$ cat config.mk
export PLATFORM = sky130hd
export DESIGN_NAME = jtkunio_snd_cmd_rx_flat
export DESIGN_NICKNAME = d
export VERILOG_FILES = /design/src/rtl/jtkunio_snd_cmd_rx_if.sv /design/src/rtl/jtkunio_snd_cmd_rx.sv /design/src/flat_wrapper.sv
export SDC_FILE = /design/constraint.sdc
export NUM_CORES = 1
export LEC_CHECK = 0
export CAP_MARGIN = 40
export CORE_MARGIN = 5
export CORE_UTILIZATION = 52
export CTS_BUF_LIST = sky130_fd_sc_hd__clkbuf_4 sky130_fd_sc_hd__clkbuf_8 sky130_fd_sc_hd__clkbuf_16
export DETAILED_ROUTE_END_ITERATION = 16
export HOLD_SLACK_MARGIN = 0.06
export PLACE_DENSITY_LB_ADDON = 0.08
export SLEW_MARGIN = 15
export SYNTH_ARGS = -nofsm -noshare
export SYNTH_HDL_FRONTEND = slang
export SYNTH_SLANG_ARGS = --single-unit
$ cat constraint.sdc
create_clock -name clk -period 2.7 [get_ports clk]
set_clock_uncertainty 0.15 [all_clocks]
set_input_delay 0.54 -clock clk [delete_from_list [all_inputs] [get_ports clk]]
set_output_delay 0.54 -clock clk [all_outputs]
set_load 0.005 [all_outputs]
$ cat src/rtl/jtkunio_snd_cmd_rx_if.sv
// Main-to-sound command path: main CPU strobe/data, sound CPU latch read and
// the receiver status it sees.
interface jtkunio_snd_cmd_rx_if #(
    parameter int AW = 2
);
    logic          snd_cen;
    logic          main_wr;
    logic [7:0]    main_data;
    logic          latch_rd;
    logic          ovr_clr;
    logic [7:0]    dout;
    logic          irqn;
    logic [AW:0]   level;
    logic          overrun;

    modport master (
        output snd_cen, main_wr, main_data, latch_rd, ovr_clr,
        input  dout, irqn, level, overrun
    );

    modport slave (
        input  snd_cen, main_wr, main_data, latch_rd, ovr_clr,
        output dout, irqn, level, overrun
    );
endinterface

$ cat src/rtl/jtkunio_snd_cmd_rx.sv
// Sound-side command receiver: queues main-CPU command bytes in a small FIFO,
// holds the sound IRQ low while commands wait, pops one per latch read.
module jtkunio_snd_cmd_rx #(
    parameter int DEPTH   = 4,
    parameter int AW      = 2,
    parameter int IRQ_GAP = 4
) (
    input  logic                  rst,
    input  logic                  clk,
    jtkunio_snd_cmd_rx_if.slave   bus
);
    localparam int GW = (IRQ_GAP > 1) ? $clog2(IRQ_GAP) : 1;
    localparam logic [AW:0]   FULL     = (AW+1)'(DEPTH);
    localparam logic [GW-1:0] GAP_LOAD = GW'(IRQ_GAP - 1);

    typedef enum logic [1:0] {IDLE, ASSERT, GAP} state_t;

    logic [7:0]    mem [DEPTH];
    logic [AW-1:0] wr_ptr, rd_ptr;
    logic [AW:0]   cnt;
    logic [7:0]    dout;
    logic          overrun;
    logic          wr_l, rd_l;
    state_t        state, state_nx;
    logic [GW-1:0] gap, gap_nx;

    logic push_req, pop, full, push, ovf;

    assign full     = cnt == FULL;
    assign push_req = bus.main_wr & ~wr_l;
    // read edge is tracked on cen ticks, so a held latch_rd pops only once
    assign pop      = bus.snd_cen & bus.latch_rd & ~rd_l & (cnt != '0);
    // a pop in the same clk frees the slot the incoming byte needs
    assign push     = push_req & (~full | pop);
    assign ovf      = push_req & full & ~pop;

    always_ff @(posedge clk) begin
        if (push) mem[wr_ptr] <= bus.main_data;
    end

    always_ff @(posedge clk or posedge rst) begin
        if (rst) begin
            wr_ptr  <= '0;
            rd_ptr  <= '0;
            cnt     <= '0;
            dout    <= 8'h00;
            overrun <= 1'b0;
            wr_l    <= 1'b1;  // no push for a strobe already high at release
            rd_l    <= 1'b0;
        end else begin
            wr_l <= bus.main_wr;
            if (bus.snd_cen) rd_l <= bus.latch_rd;
            if (push) wr_ptr <= wr_ptr + 1'b1;
            if (pop)  rd_ptr <= rd_ptr + 1'b1;
            case ({push, pop})
                2'b10:   cnt <= cnt + 1'b1;
                2'b01:   cnt <= cnt - 1'b1;
                default: cnt <= cnt;
            endcase
            // head copy; holds the last popped byte once empty
            if (cnt != '0) dout <= mem[rd_ptr];
            if (ovf)              overrun <= 1'b1;
            else if (bus.ovr_clr) overrun <= 1'b0;
        end
    end

    always_ff @(posedge clk or posedge rst) begin
        if (rst) begin
            state <= IDLE;
            gap   <= '0;
        end else begin
            state <= state_nx;
            gap   <= gap_nx;
        end
    end

    always_comb begin
        state_nx = state;
        gap_nx   = gap;
        case (state)
            IDLE: begin
                if (bus.snd_cen && cnt != '0) state_nx = ASSERT;
            end
            ASSERT: begin
                if (pop) begin
                    state_nx = GAP;
                    gap_nx   = GAP_LOAD;
                end
            end
            GAP: begin
                if (bus.snd_cen) begin
                    if (gap == '0) state_nx = IDLE;
                    else           gap_nx   = gap - 1'b1;
                end
            end
            default: state_nx = IDLE;
        endcase
    end

    assign bus.irqn    = state != ASSERT;
    assign bus.dout    = dout;
    assign bus.level   = cnt;
    assign bus.overrun = overrun;
endmodule

$ cat src/flat_wrapper.sv
// flat-port wrapper written by rule: the top's interface ports become plain ports
module jtkunio_snd_cmd_rx_flat 
#(
    parameter int DEPTH   = 4,
    parameter int AW      = 2,
    parameter int IRQ_GAP = 4
)
  (rst, clk, bus_snd_cen, bus_main_wr, bus_main_data, bus_latch_rd, bus_ovr_clr, bus_dout, bus_irqn, bus_level, bus_overrun);
  jtkunio_snd_cmd_rx_if #(.AW(AW)) bus_i ();
  input  logic rst;
  input  logic clk;
  input wire logic [$bits(bus_i.snd_cen)-1:0] bus_snd_cen;
  input wire logic [$bits(bus_i.main_wr)-1:0] bus_main_wr;
  input wire logic [$bits(bus_i.main_data)-1:0] bus_main_data;
  input wire logic [$bits(bus_i.latch_rd)-1:0] bus_latch_rd;
  input wire logic [$bits(bus_i.ovr_clr)-1:0] bus_ovr_clr;
  output wire logic [$bits(bus_i.dout)-1:0] bus_dout;
  output wire logic [$bits(bus_i.irqn)-1:0] bus_irqn;
  output wire logic [$bits(bus_i.level)-1:0] bus_level;
  output wire logic [$bits(bus_i.overrun)-1:0] bus_overrun;
  assign bus_i.snd_cen = bus_snd_cen;
  assign bus_i.main_wr = bus_main_wr;
  assign bus_i.main_data = bus_main_data;
  assign bus_i.latch_rd = bus_latch_rd;
  assign bus_i.ovr_clr = bus_ovr_clr;
  assign bus_dout = bus_i.dout;
  assign bus_irqn = bus_i.irqn;
  assign bus_level = bus_i.level;
  assign bus_overrun = bus_i.overrun;
  jtkunio_snd_cmd_rx #(.DEPTH(DEPTH), .AW(AW), .IRQ_GAP(IRQ_GAP)) u_core (.rst(rst), .clk(clk), .bus(bus_i));
endmodule
==> results.sh <==
export IMPL_outcome="complete, no violations"
export IMPL_grt_usage_pct=15.26
export IMPL_start_util_pct=52.86
export IMPL_grt_pass1_vias=1425
export IMPL_grt_overflow=0
export IMPL_rows=24
export IMPL_layout_drive_gt1_share_pct=22.40
export IMPL_h_tree_depth=2
export IMPL_ys_types=37
export IMPL_clkSinkCount=54
export IMPL_grt_max_degree=23
export IMPL_setup_viol=0
export IMPL_postSynthCellCount=144
export IMPL_worstPathArrival_ns=2.47
export IMPL_dr_total_vias=1264
export IMPL_clock_path_buffers=2
export IMPL_final_nets=202
export IMPL_port_buffers=26
export IMPL_antennaDiodeCount=0
export IMPL_rr_startpoint="u_core.bus.level[0]$_DFFE_PP0P_"
export IMPL_dp_hpwl_um=2925
export IMPL_cp_data_required_time_ns=2.74
export IMPL_worst_pin_slew_ns=0.6530
export IMPL_final_area_um2=2788
export IMPL_setup_tns_final_ns=0
export IMPL_p_leak_nw=1.045
export IMPL_dieArea_um2=5786
export IMPL_rsz0062_at_grt="no"
export IMPL_viasPerCell=5.379
export IMPL_grt_pass1_wl_um=6900
export IMPL_clock_latency_ns=0.30
export IMPL_cts_resized=0
export IMPL_final_cell_mix="32 x edfxtp_1, 26 x clkdlybuf4s50_1, 21 x dfrtp_1"
export IMPL_gp_congestion=0.8356
export IMPL_synth_top_area_share_pct=42.34
export IMPL_clock_fmax_mhz=411.0
export IMPL_cts_hold_buffers=0
export IMPL_drt_pass1_iterations=4
export IMPL_startpoint="bus_snd_cen"
export IMPL_root_buffer="clkbuf_8"
export IMPL_period_minus_slack_ns=2.433
export IMPL_fp_dieW_um=76.07
export IMPL_core_um2=4294
export IMPL_routed_wl_um=3988
export IMPL_hold_viol_final=0
export IMPL_placed_area_um2=2698
export IMPL_slew_viol_final=0
export IMPL_synthTopCellsByArea="edfxtp_1 42%, dfrtp_1 23%, mux4_2 7.9%"
export IMPL_hp_start="u_core.state[1]$_DFFE_PP0P_"
export IMPL_clk_pin_slew_ns=0.09
export IMPL_post_synth_top_area_cell="edfxtp_1"
export IMPL_power_density_nw_per_um2=939.6
export IMPL_syn_area_um2=2270
export IMPL_timing_max_cap_violations=0
export IMPL_endpoint_kind="flop"
export IMPL_die_h_um=76.07
export IMPL_postCtsSetupBuffers=0
export IMPL_ys_warnings_count=0
export IMPL_worstSetupStartpointType="primary input"
export IMPL_antenna_found_initial=0
export IMPL_min_path_type="flop to flop"
export IMPL_cts_buffers=5
export IMPL_dr_first_iter_drc_count=73
export IMPL_criticalPathCategory="primary input to flop"
export IMPL_syn_num_nets=164
export IMPL_drc=0
export IMPL_max_slew_margin_pct=55.87
export IMPL_cts_tree="done"
export IMPL_layout_commonest_cell="edfxtp_1"
export IMPL_seq_area_frac_synth_pct=66.65
export IMPL_area_growth_synth_to_final_pct=22.82
export IMPL_wl_per_cell_um=16.97
export IMPL_syn_avg_cell_area_um2=15.76
export IMPL_path_max_fanout=2
export IMPL_ant_nets=0
export IMPL_vdd_ir_drop_max_uv=494.8
export IMPL_fin_crit_sh_pct=90.10
export IMPL_final_util_pct=64.92
export IMPL_io_pins=27
export IMPL_ys_ff_latch=54
[cells in the mapped netlist (all sizes together)]
master / n
a21oi: 4
a311o: 1
a31o: 1
a31oi: 2
and2: 4
and3b: 1
buf: 5
clkbuf: 2
dfrtp: 21
dfstp: 1
edfxtp: 32
fa: 1
ha: 5
inv: 10
mux2: 9
mux4: 8
nand2: 6
nand2b: 1
nand3: 3
nand3b: 2
nand4: 1
nand4b: 1
nor2: 3
nor2b: 1
nor3: 4
nor4: 1
nor4bb: 1
o211ai: 1
o21ai: 4
o32ai: 1
or2b: 1
or3: 1
xnor2: 4
xor2: 1
[sequential cells by signal, summed over array words and instances (netlist names)]
register / count
u_core.bus.dout: 8
u_core.bus.level: 3
u_core.bus.overrun: 1
u_core.gap: 2
u_core.mem: 32
u_core.rd_l: 1
u_core.rd_ptr: 2
u_core.state: 2
u_core.wr_l: 1
u_core.wr_ptr: 2
[worst max-delay path: stages]
cell	delay [ns]
clkdlybuf4s50_1	0.48
nand3b_1	0.10
nor2_1	0.13
nand2_1	0.08
fa_1	0.39
or3_4	0.40
a311o_1	0.35
[routing by layer]
| metal | vias to the layer above | global-route usage (%) | share of wire, % |
|---|---|---|---|
| met3 | 7 | 3.428 | 3.6 |
| met5 | - | 0 | 0 |
| li1 | 607 | - | - |
| met1 | 630 | 17.75 | 42 |
| met2 | 20 | 26.97 | 53 |
| met4 | 0 | 6.294 | 1.9 |
[kinds of logic (layout without fill, tap and decap cells)]
logic type	Yosys count	after routing	share of synthesized area, %
DFF	54	54	66.65
and+or+nand+nor	31	31	7.939
muxes	17	17	12.40
buffers and inverters	17	56	3.308
AOI/OAI and AO/OA	14	14	4.135
adders and majority gates	6	6	3.638
xor gates and xnor gates	5	5	1.929
[final timing paths]
| kind | slack (ns) | cells past startpoint | endpoint |
|---|---|---|---|
| setup / recovery | 0.27 | 7 | u_core.bus.level[2]$_DFFE_PP0P_ |
| hold / removal | 0.32 | 1 | u_core.state[0]$_DFFE_PP0P_ |
| setup reg to reg | 0.47 | 6 | u_core.bus.level[2]$_DFFE_PP0P_ |
| hold reg to reg | 0.32 | 1 | u_core.state[0]$_DFFE_PP0P_ |
| max in group asynchronous | 1.70 | 3 | u_core.wr_l$_DFF_PP1_ |
| min in group asynchronous | 0.42 | 3 | u_core.bus.dout[6]$_DFFE_PP0N_ |
[power breakdown]
part	switching [mW]	internal, mW
Sequential	0.194	1.07
Clock	0.243	0.193
Combinational	0.344	0.571
Total	0.781	1.84
[per-stage QoR]
step | total power, mW | hold WS (ns) | worst slack, ns | cells
after floorplan | 1.792 | 0.2760 | 0.2941 | 144
after global placement | 2.161 | 0.2940 | -0.02671 | 227
after detailed placement | 2.225 | 0.3195 | -0.05508 | 227
after CTS | 2.663 | 0.3317 | 0.2595 | 235
after global routing | 2.803 | 0.3619 | 0.1653 | 235
final | 2.619 | 0.3235 | 0.2672 | 235
[final cells by class]
type | count | area, µm²
Tap cell | 52 | 65.06
Inverter | 10 | 37.54
Timing Repair Buffer | 38 | 400.4
Multi-Input combinational cell | 73 | 681.9
Sequential cell | 54 | 1513
Fill cell | 317 | 1506
Clock inverter | 2 | 13.76
Clock buffer | 6 | 76.32
Power figures use the tool's default switching activity.
